--- src/rtl/lsu_pkg.sv ---
// Shared types and constants for the load/store sequencer: FSM encoding,
// RV32I load/store funct3 values, access size codes and response error codes.
package lsu_pkg;

  typedef enum logic [1:0] {
    ST_IDLE = 2'd0,
    ST_REQ  = 2'd1,
    ST_RESP = 2'd2
  } lsu_state_e;

  localparam logic [2:0] F3_B  = 3'b000;
  localparam logic [2:0] F3_H  = 3'b001;
  localparam logic [2:0] F3_W  = 3'b010;
  localparam logic [2:0] F3_BU = 3'b100;
  localparam logic [2:0] F3_HU = 3'b101;

  localparam logic [1:0] SZ_B = 2'b00;
  localparam logic [1:0] SZ_H = 2'b01;
  localparam logic [1:0] SZ_W = 2'b10;

  localparam logic [1:0] ERR_NONE     = 2'b00;
  localparam logic [1:0] ERR_MISALIGN = 2'b01;
  localparam logic [1:0] ERR_FAULT    = 2'b10;
  localparam logic [1:0] ERR_TIMEOUT  = 2'b11;

endpackage

--- src/rtl/lsu_lane_align.sv ---
// Combinational lane logic: decodes funct3 and byte offset into byte enables,
// legality/alignment flags, lane-shifted store data and extended load data.
module lsu_lane_align
  import lsu_pkg::*;
(
  input  logic        we,
  input  logic [2:0]  funct3,
  input  logic [1:0]  off,
  input  logic [31:0] wdata,
  input  logic [31:0] rdata_raw,
  output logic [3:0]  byte_en,
  output logic        misaligned,
  output logic        illegal,
  output logic [31:0] wdata_sh,
  output logic [31:0] rdata_ext
);

  logic [1:0]  size;
  logic        sext;
  logic [31:0] lane_mask;
  logic [31:0] rd_sh;

  always_comb begin
    size       = funct3[1:0];
    sext       = ~funct3[2];
    // Unsigned forms exist only for loads, and only for byte/half.
    illegal    = (size == 2'b11) | (funct3[2] & (we | funct3[1]));
    misaligned = 1'b0;
    byte_en    = 4'b0000;
    case (size)
      SZ_B: byte_en = 4'b0001 << off;
      SZ_H: begin
        misaligned = (off == 2'd3);
        byte_en    = 4'b0011 << off;
      end
      SZ_W: begin
        misaligned = (off != 2'd0);
        byte_en    = 4'b1111;
      end
      default: byte_en = 4'b0000;
    endcase
    if (illegal || misaligned) byte_en = 4'b0000;

    lane_mask = {{8{byte_en[3]}}, {8{byte_en[2]}}, {8{byte_en[1]}}, {8{byte_en[0]}}};
    wdata_sh  = (wdata << {off, 3'b000}) & lane_mask;

    rd_sh = rdata_raw >> {off, 3'b000};
    case (size)
      SZ_B:    rdata_ext = {{24{sext & rd_sh[7]}}, rd_sh[7:0]};
      SZ_H:    rdata_ext = {{16{sext & rd_sh[15]}}, rd_sh[15:0]};
      default: rdata_ext = rd_sh;
    endcase
  end

endmodule

--- src/rtl/lsu_mem_sequencer.sv ---
// Load/store sequencer: accepts one core access, runs a single req/ack memory
// transaction with timeout, and returns a one-cycle response with error code.
module lsu_mem_sequencer
  import lsu_pkg::*;
#(
  parameter int unsigned TIMEOUT_CYCLES = 255
) (
  input  logic        clk,
  input  logic        rst_n,
  input  logic        req_valid,
  output logic        req_ready,
  input  logic        req_we,
  input  logic [2:0]  req_funct3,
  input  logic [31:0] req_addr,
  input  logic [31:0] req_wdata,
  output logic        rsp_valid,
  output logic [31:0] rsp_rdata,
  output logic [1:0]  rsp_err,
  output logic        mem_req,
  output logic        mem_we,
  output logic [31:0] mem_addr,
  output logic [3:0]  mem_byte_en,
  output logic [31:0] mem_wdata,
  input  logic        mem_ack,
  input  logic [31:0] mem_rdata,
  input  logic        mem_err,
  output logic [1:0]  dbg_state
);

  localparam logic [15:0] TO_LAST = 16'(TIMEOUT_CYCLES - 1);

  lsu_state_e  state_q, state_d;
  logic        we_q, we_d;
  logic [2:0]  funct3_q, funct3_d;
  logic [1:0]  off_q, off_d;
  logic [15:0] cnt_q, cnt_d;
  logic        mem_req_q, mem_req_d;
  logic        mem_we_q, mem_we_d;
  logic [31:0] mem_addr_q, mem_addr_d;
  logic [3:0]  mem_byte_en_q, mem_byte_en_d;
  logic [31:0] mem_wdata_q, mem_wdata_d;
  logic        rsp_valid_q, rsp_valid_d;
  logic [31:0] rsp_rdata_q, rsp_rdata_d;
  logic [1:0]  rsp_err_q, rsp_err_d;

  logic        a_we;
  logic [2:0]  a_funct3;
  logic [1:0]  a_off;
  logic [3:0]  a_byte_en;
  logic        a_misaligned, a_illegal;
  logic [31:0] a_wdata_sh, a_rdata_ext;

  // In IDLE the lane logic decodes the incoming request; afterwards it works on the held one.
  assign a_we     = (state_q == ST_IDLE) ? req_we         : we_q;
  assign a_funct3 = (state_q == ST_IDLE) ? req_funct3     : funct3_q;
  assign a_off    = (state_q == ST_IDLE) ? req_addr[1:0]  : off_q;

  lsu_lane_align u_align (
    .we         (a_we),
    .funct3     (a_funct3),
    .off        (a_off),
    .wdata      (req_wdata),
    .rdata_raw  (mem_rdata),
    .byte_en    (a_byte_en),
    .misaligned (a_misaligned),
    .illegal    (a_illegal),
    .wdata_sh   (a_wdata_sh),
    .rdata_ext  (a_rdata_ext)
  );

  // Handshake: a request transfers on a rising edge where req_valid && req_ready;
  // req_ready is high exactly while in IDLE, so at most one access is outstanding.
  always_comb begin
    state_d       = state_q;
    we_d          = we_q;
    funct3_d      = funct3_q;
    off_d         = off_q;
    cnt_d         = cnt_q;
    mem_req_d     = mem_req_q;
    mem_we_d      = mem_we_q;
    mem_addr_d    = mem_addr_q;
    mem_byte_en_d = mem_byte_en_q;
    mem_wdata_d   = mem_wdata_q;
    rsp_valid_d   = 1'b0;
    rsp_rdata_d   = rsp_rdata_q;
    rsp_err_d     = rsp_err_q;
    case (state_q)
      ST_IDLE: begin
        if (req_valid) begin
          we_d     = req_we;
          funct3_d = req_funct3;
          off_d    = req_addr[1:0];
          if (a_illegal || a_misaligned) begin
            state_d     = ST_RESP;
            rsp_valid_d = 1'b1;
            rsp_rdata_d = 32'h0;
            rsp_err_d   = a_illegal ? ERR_FAULT : ERR_MISALIGN;
          end else begin
            state_d       = ST_REQ;
            cnt_d         = 16'h0;
            mem_req_d     = 1'b1;
            mem_we_d      = req_we;
            mem_addr_d    = {req_addr[31:2], 2'b00};
            mem_byte_en_d = a_byte_en;
            mem_wdata_d   = a_wdata_sh;
          end
        end
      end
      ST_REQ: begin
        if (mem_ack) begin
          state_d     = ST_RESP;
          mem_req_d   = 1'b0;
          mem_we_d    = 1'b0;
          rsp_valid_d = 1'b1;
          rsp_err_d   = mem_err ? ERR_FAULT : ERR_NONE;
          rsp_rdata_d = (mem_err || we_q) ? 32'h0 : a_rdata_ext;
        end else if (cnt_q == TO_LAST) begin
          state_d     = ST_RESP;
          mem_req_d   = 1'b0;
          mem_we_d    = 1'b0;
          rsp_valid_d = 1'b1;
          rsp_err_d   = ERR_TIMEOUT;
          rsp_rdata_d = 32'h0;
        end else begin
          cnt_d = cnt_q + 16'h1;
        end
      end
      ST_RESP: begin
        state_d     = ST_IDLE;
        rsp_rdata_d = 32'h0;
        rsp_err_d   = ERR_NONE;
      end
      default: state_d = ST_IDLE;
    endcase
  end

  always_ff @(posedge clk or negedge rst_n) begin
    if (!rst_n) begin
      state_q       <= ST_IDLE;
      we_q          <= 1'b0;
      funct3_q      <= 3'b000;
      off_q         <= 2'b00;
      cnt_q         <= 16'h0;
      mem_req_q     <= 1'b0;
      mem_we_q      <= 1'b0;
      mem_addr_q    <= 32'h0;
      mem_byte_en_q <= 4'h0;
      mem_wdata_q   <= 32'h0;
      rsp_valid_q   <= 1'b0;
      rsp_rdata_q   <= 32'h0;
      rsp_err_q     <= ERR_NONE;
    end else begin
      state_q       <= state_d;
      we_q          <= we_d;
      funct3_q      <= funct3_d;
      off_q         <= off_d;
      cnt_q         <= cnt_d;
      mem_req_q     <= mem_req_d;
      mem_we_q      <= mem_we_d;
      mem_addr_q    <= mem_addr_d;
      mem_byte_en_q <= mem_byte_en_d;
      mem_wdata_q   <= mem_wdata_d;
      rsp_valid_q   <= rsp_valid_d;
      rsp_rdata_q   <= rsp_rdata_d;
      rsp_err_q     <= rsp_err_d;
    end
  end

  assign req_ready   = (state_q == ST_IDLE);
  assign rsp_valid   = rsp_valid_q;
  assign rsp_rdata   = rsp_rdata_q;
  assign rsp_err     = rsp_err_q;
  assign mem_req     = mem_req_q;
  assign mem_we      = mem_we_q;
  assign mem_addr    = mem_addr_q;
  assign mem_byte_en = mem_byte_en_q;
  assign mem_wdata   = mem_wdata_q;
  assign dbg_state   = state_q;

endmodule

--- config.mk ---
export PLATFORM = sky130hd
export DESIGN_NAME = lsu_mem_sequencer
export DESIGN_NICKNAME = d
export VERILOG_FILES = /design/src/rtl/lsu_pkg.sv /design/src/rtl/lsu_lane_align.sv /design/src/rtl/lsu_mem_sequencer.sv
export SDC_FILE = /design/constraint.sdc
export NUM_CORES = 1
export LEC_CHECK = 0
export CORE_UTILIZATION = 48
export DETAILED_ROUTE_END_ITERATION = 16
export PLACE_DENSITY = 0.91
export SYNTH_ARGS = -nofsm -noshare
export SYNTH_HDL_FRONTEND = slang
export SYNTH_HIERARCHICAL = 1
export SYNTH_SLANG_ARGS = --single-unit
--- constraint.sdc ---
create_clock -name clk -period 4.6 [get_ports clk]
set_clock_uncertainty 0.2 [all_clocks]
set_input_delay 1.15 -clock clk [delete_from_list [all_inputs] [get_ports clk]]
set_output_delay 1.15 -clock clk [all_outputs]
set_load 0.01 [all_outputs]
==> metrics, run 1 <==
Inserted Clock Buffers 17; reg2reg path depth 12; TritonCTS clock tree built; DRC Markers 0; peak supply drop 0.3304 mV; Synth Register Bits 127; dpl cells between 1000 and 1500; Worst Tran Pin Value 1.260 ns; Static Leakage 4.628 nW; clk root buf clkbuf_16; Vias/cell 5.452; max cap viols 0; RR Endpoint dbg_state[0]$_DFFE_PN0P_; CP arrival 4.30 ns; Die ar. 0.01540 mm2; FF-to-FF setup slack just under 0.8 ns; Worst Path Max Fanout 8; fin area around 0.01 mm2; share of the synthesized area in the top cell type 44.42%; Hold Crit Class reg -> reg; WS Path Type in -> reg; antenna-violating nets left 0; drt wl/cell about 17 um; Hold Buf Count CTS 0; Mapped Cells 825; CP Capture Type flip-flop; sink of the worst hold path mem_addr[28]$_DFFE_PN0P_; Antenna diodes 0; first-pass GRT wire length between 30 and 40 mm; beginning of the worst hold path mem_addr[28]$_DFFE_PN0P_; slew margin rel. 15.26%; largest family of logic cells by synthesized area simple AND/OR/NAND/NOR gates; layout cells sized above 1 7.655%; clock period minus worst slack a little over 4 ns; simple-gate share of the synthesized area 24.43%; Synth cell types slightly above 60; power share of the sequential group 26.3%; Slew Viols, Final 0; CTS Sinks 127; Final Util 68.61%; Total GRT Usage 26.77%; XOR/XNOR share of the synthesized area 0%; top-count cell post-synth nand2_1; setup bufs post-CTS 0; RSZ-0062 raised after global routing false; ranking of synthesized cells by area dfrtp_1 (44%), nand2_1 (14%), mux2i_1 (9.0%); drt total wl 20.19 mm; Die W 124.1 um; Non-Filler Instances about 1200; Tot Pwr 6.026 mW; DRT Pass-1 Iters 5; Hold Path Depth 2; Seq/Total Area, Yosys 44.42%; Synth top cells by count nand2_1 (263), dfrtp_1 (127), mux2i_1 (64); Ports roughly 210; initial core utilization 49.23%; fin crit share 90.15%; DR iter-0 viols 569; RR Startpoint dbg_state[0]$_DFFE_PN0P_; Hold Vio Cnt, Final 0; area post-placement 0.009413 mm2; sw frac between 40% and 50%; Pint 3.596 mW; Clock transition at path regs 0.05 ns; NetSw 2.430 mW; synth warn 6; die height between 100 and 150 um; Fmax 241.1 MHz; clock buffer depth 2; Clock Latency Late Sink 0.42 ns; vias in the first global route 6428; final setup fails 0; Core Box Area 0.01453 mm2; via count 6630; outcome completed; Mapped Avg Cell Area 8.672 um2; Async S/R FF share, synth 100.0%; Core Rows 44; CP Data Required Time 4.76 ns; placer congestion estimate around 0.85; clock power share 21.1%; largest net degree at the start of global routing 86; Comb pwr share 52.5%; Resize count post-CTS 0; top_reg_cell synth dfrtp_1; P&R area growth vs syn 39.38%; number of buffers added on ports 210; crit path from req_funct3[1]; Nets 1134; total global routing overflow 0; Post-synth EDFFs 0; htree depth 4; DP Wirelength 14.02 mm; Cell Area, Synth around 0.007 mm2; initial antenna violation count 0; crit start category input pin; pwr dens 604.3 mW/mm2; mux cell area share after synthesis about 12%; adder-cell share of the synthesized area 1.749%; compound-cell area share of the yosys netlist 11.66%; post-synth top area cell dfrtp_1; setup TNS 0 ns
## logic make-up (layout without fill, tap and decap cells)
kind of cell	after synthesis	count (layout)
flops	127	127
simple gates	388	388
mux	79	79
other cells	1	2
compound gates	123	123
fa+ha+maj	10	10
buf+inv	97	303
## stage by stage
step / hold WS [ns] / setup slack (ns)
after CTS: 0.2761 / 0.5073
after floorplan: 0.2452 / 0.6646
final: 0.2716 / 0.4529
after global placement: 0.2573 / 0.1297
after detailed placement: 0.2623 / 0.07908
after global routing: 0.2909 / 0.2363
## critical path, stage by stage
cell and delay (ns):
clkdlybuf4s50_1 0.54, mux2_2 0.27, inv_1 0.12, ha_1 0.25, a21o_1 0.19, a22o_1 0.23
and2_1 0.26, nand4bb_4 0.25, a211oi_1 0.33, or4b_2 0.62, nand3_1 0.09
## power by group through the flow
stage,logic [mW],clock network (mW),registers (mW)
finish,3.17,1.27,1.59
global route,3.45,1.34,1.62
CTS,3.16,1.29,1.59
detailed placement,3.14,0,1.60
global placement,3.07,0,1.59
floorplan,1.92,0,1.70
## sequential cells by signal, indices dropped and copies added (netlist names)
name	count
mem_addr	30
rsp_rdata	32
we_q	1
cnt_q	16
funct3_q	3
mem_req	1
dbg_state	2
rsp_err	2
rsp_valid	1
mem_wdata	32
off_q	2
mem_byte_en	4
mem_we	1
## layout make-up
cell class / count / area, um2
multi-input combinational: 602 / 3583
sequential: 127 / 3178
timing repair buffer: 227 / 2256
tap: 184 / 230.2
clock inverter: 13 / 116.4
fill: 1121 / 4562
clock buffer: 19 / 442.9
inverter: 44 / 165.2
## worst max path at each step
stage / slack, ns / to
floorplan: 0.66 / cnt_q[7]$_DFFE_PN0P_
global placement: 0.13 / cnt_q[7]$_DFFE_PN0P_
detailed placement: 0.08 / cnt_q[7]$_DFFE_PN0P_
CTS: 0.51 / cnt_q[7]$_DFFE_PN0P_
global route: 0.24 / cnt_q[7]$_DFFE_PN0P_
finish: 0.45 / cnt_q[7]$_DFFE_PN0P_
## layer usage
layer / part of all wire, % / track usage [%] / vias up / wire (um)
li1: - / - / 3164 / -
met1: 41 / 33.51 / 3150 / 8190
met2: 49 / 43.75 / 284 / 9883
met3: 8.3 / 7.967 / 32 / 1680
met4: 2.1 / 9.449 / 0 / 431
met5: 0 / 0 / - / 0
## layout by cell type, fill, tap and decap left out, drive strengths merged, types with 5 or more instances in the layout
cell type	netlist	final
clkinv	0	8
and3	10	10
nor2	24	24
a211oi	24	24
mux2i	64	64
and2	18	18
nand4	7	7
a31oi	9	9
ha	10	10
nand2b	6	6
buf	18	18
a21oi	21	21
clkbuf	35	19
inv	44	45
nor4	5	5
o21ai	38	38
nand3	12	12
nand2	263	263
clkdlybuf4s50	0	209
nor2b	20	20
mux2	14	14
dfrtp	127	127
(Power assumes the default switching activity.)
==> run 2, diff against run 1 <==
Settings changed: CTS_CLUSTER_SIZE set to 10.
==> results of run 2 <==
Same layout as run 1: the final DEF is identical, and so are final timing and power.
==> run 3, diff against run 2 <==
Settings changed: CTS_CLUSTER_SIZE 10 to 20, SKIP_LAST_GASP set to 1.
==> results of run 3 <==
Same layout as run 1: the final DEF is identical, and so are final timing and power.
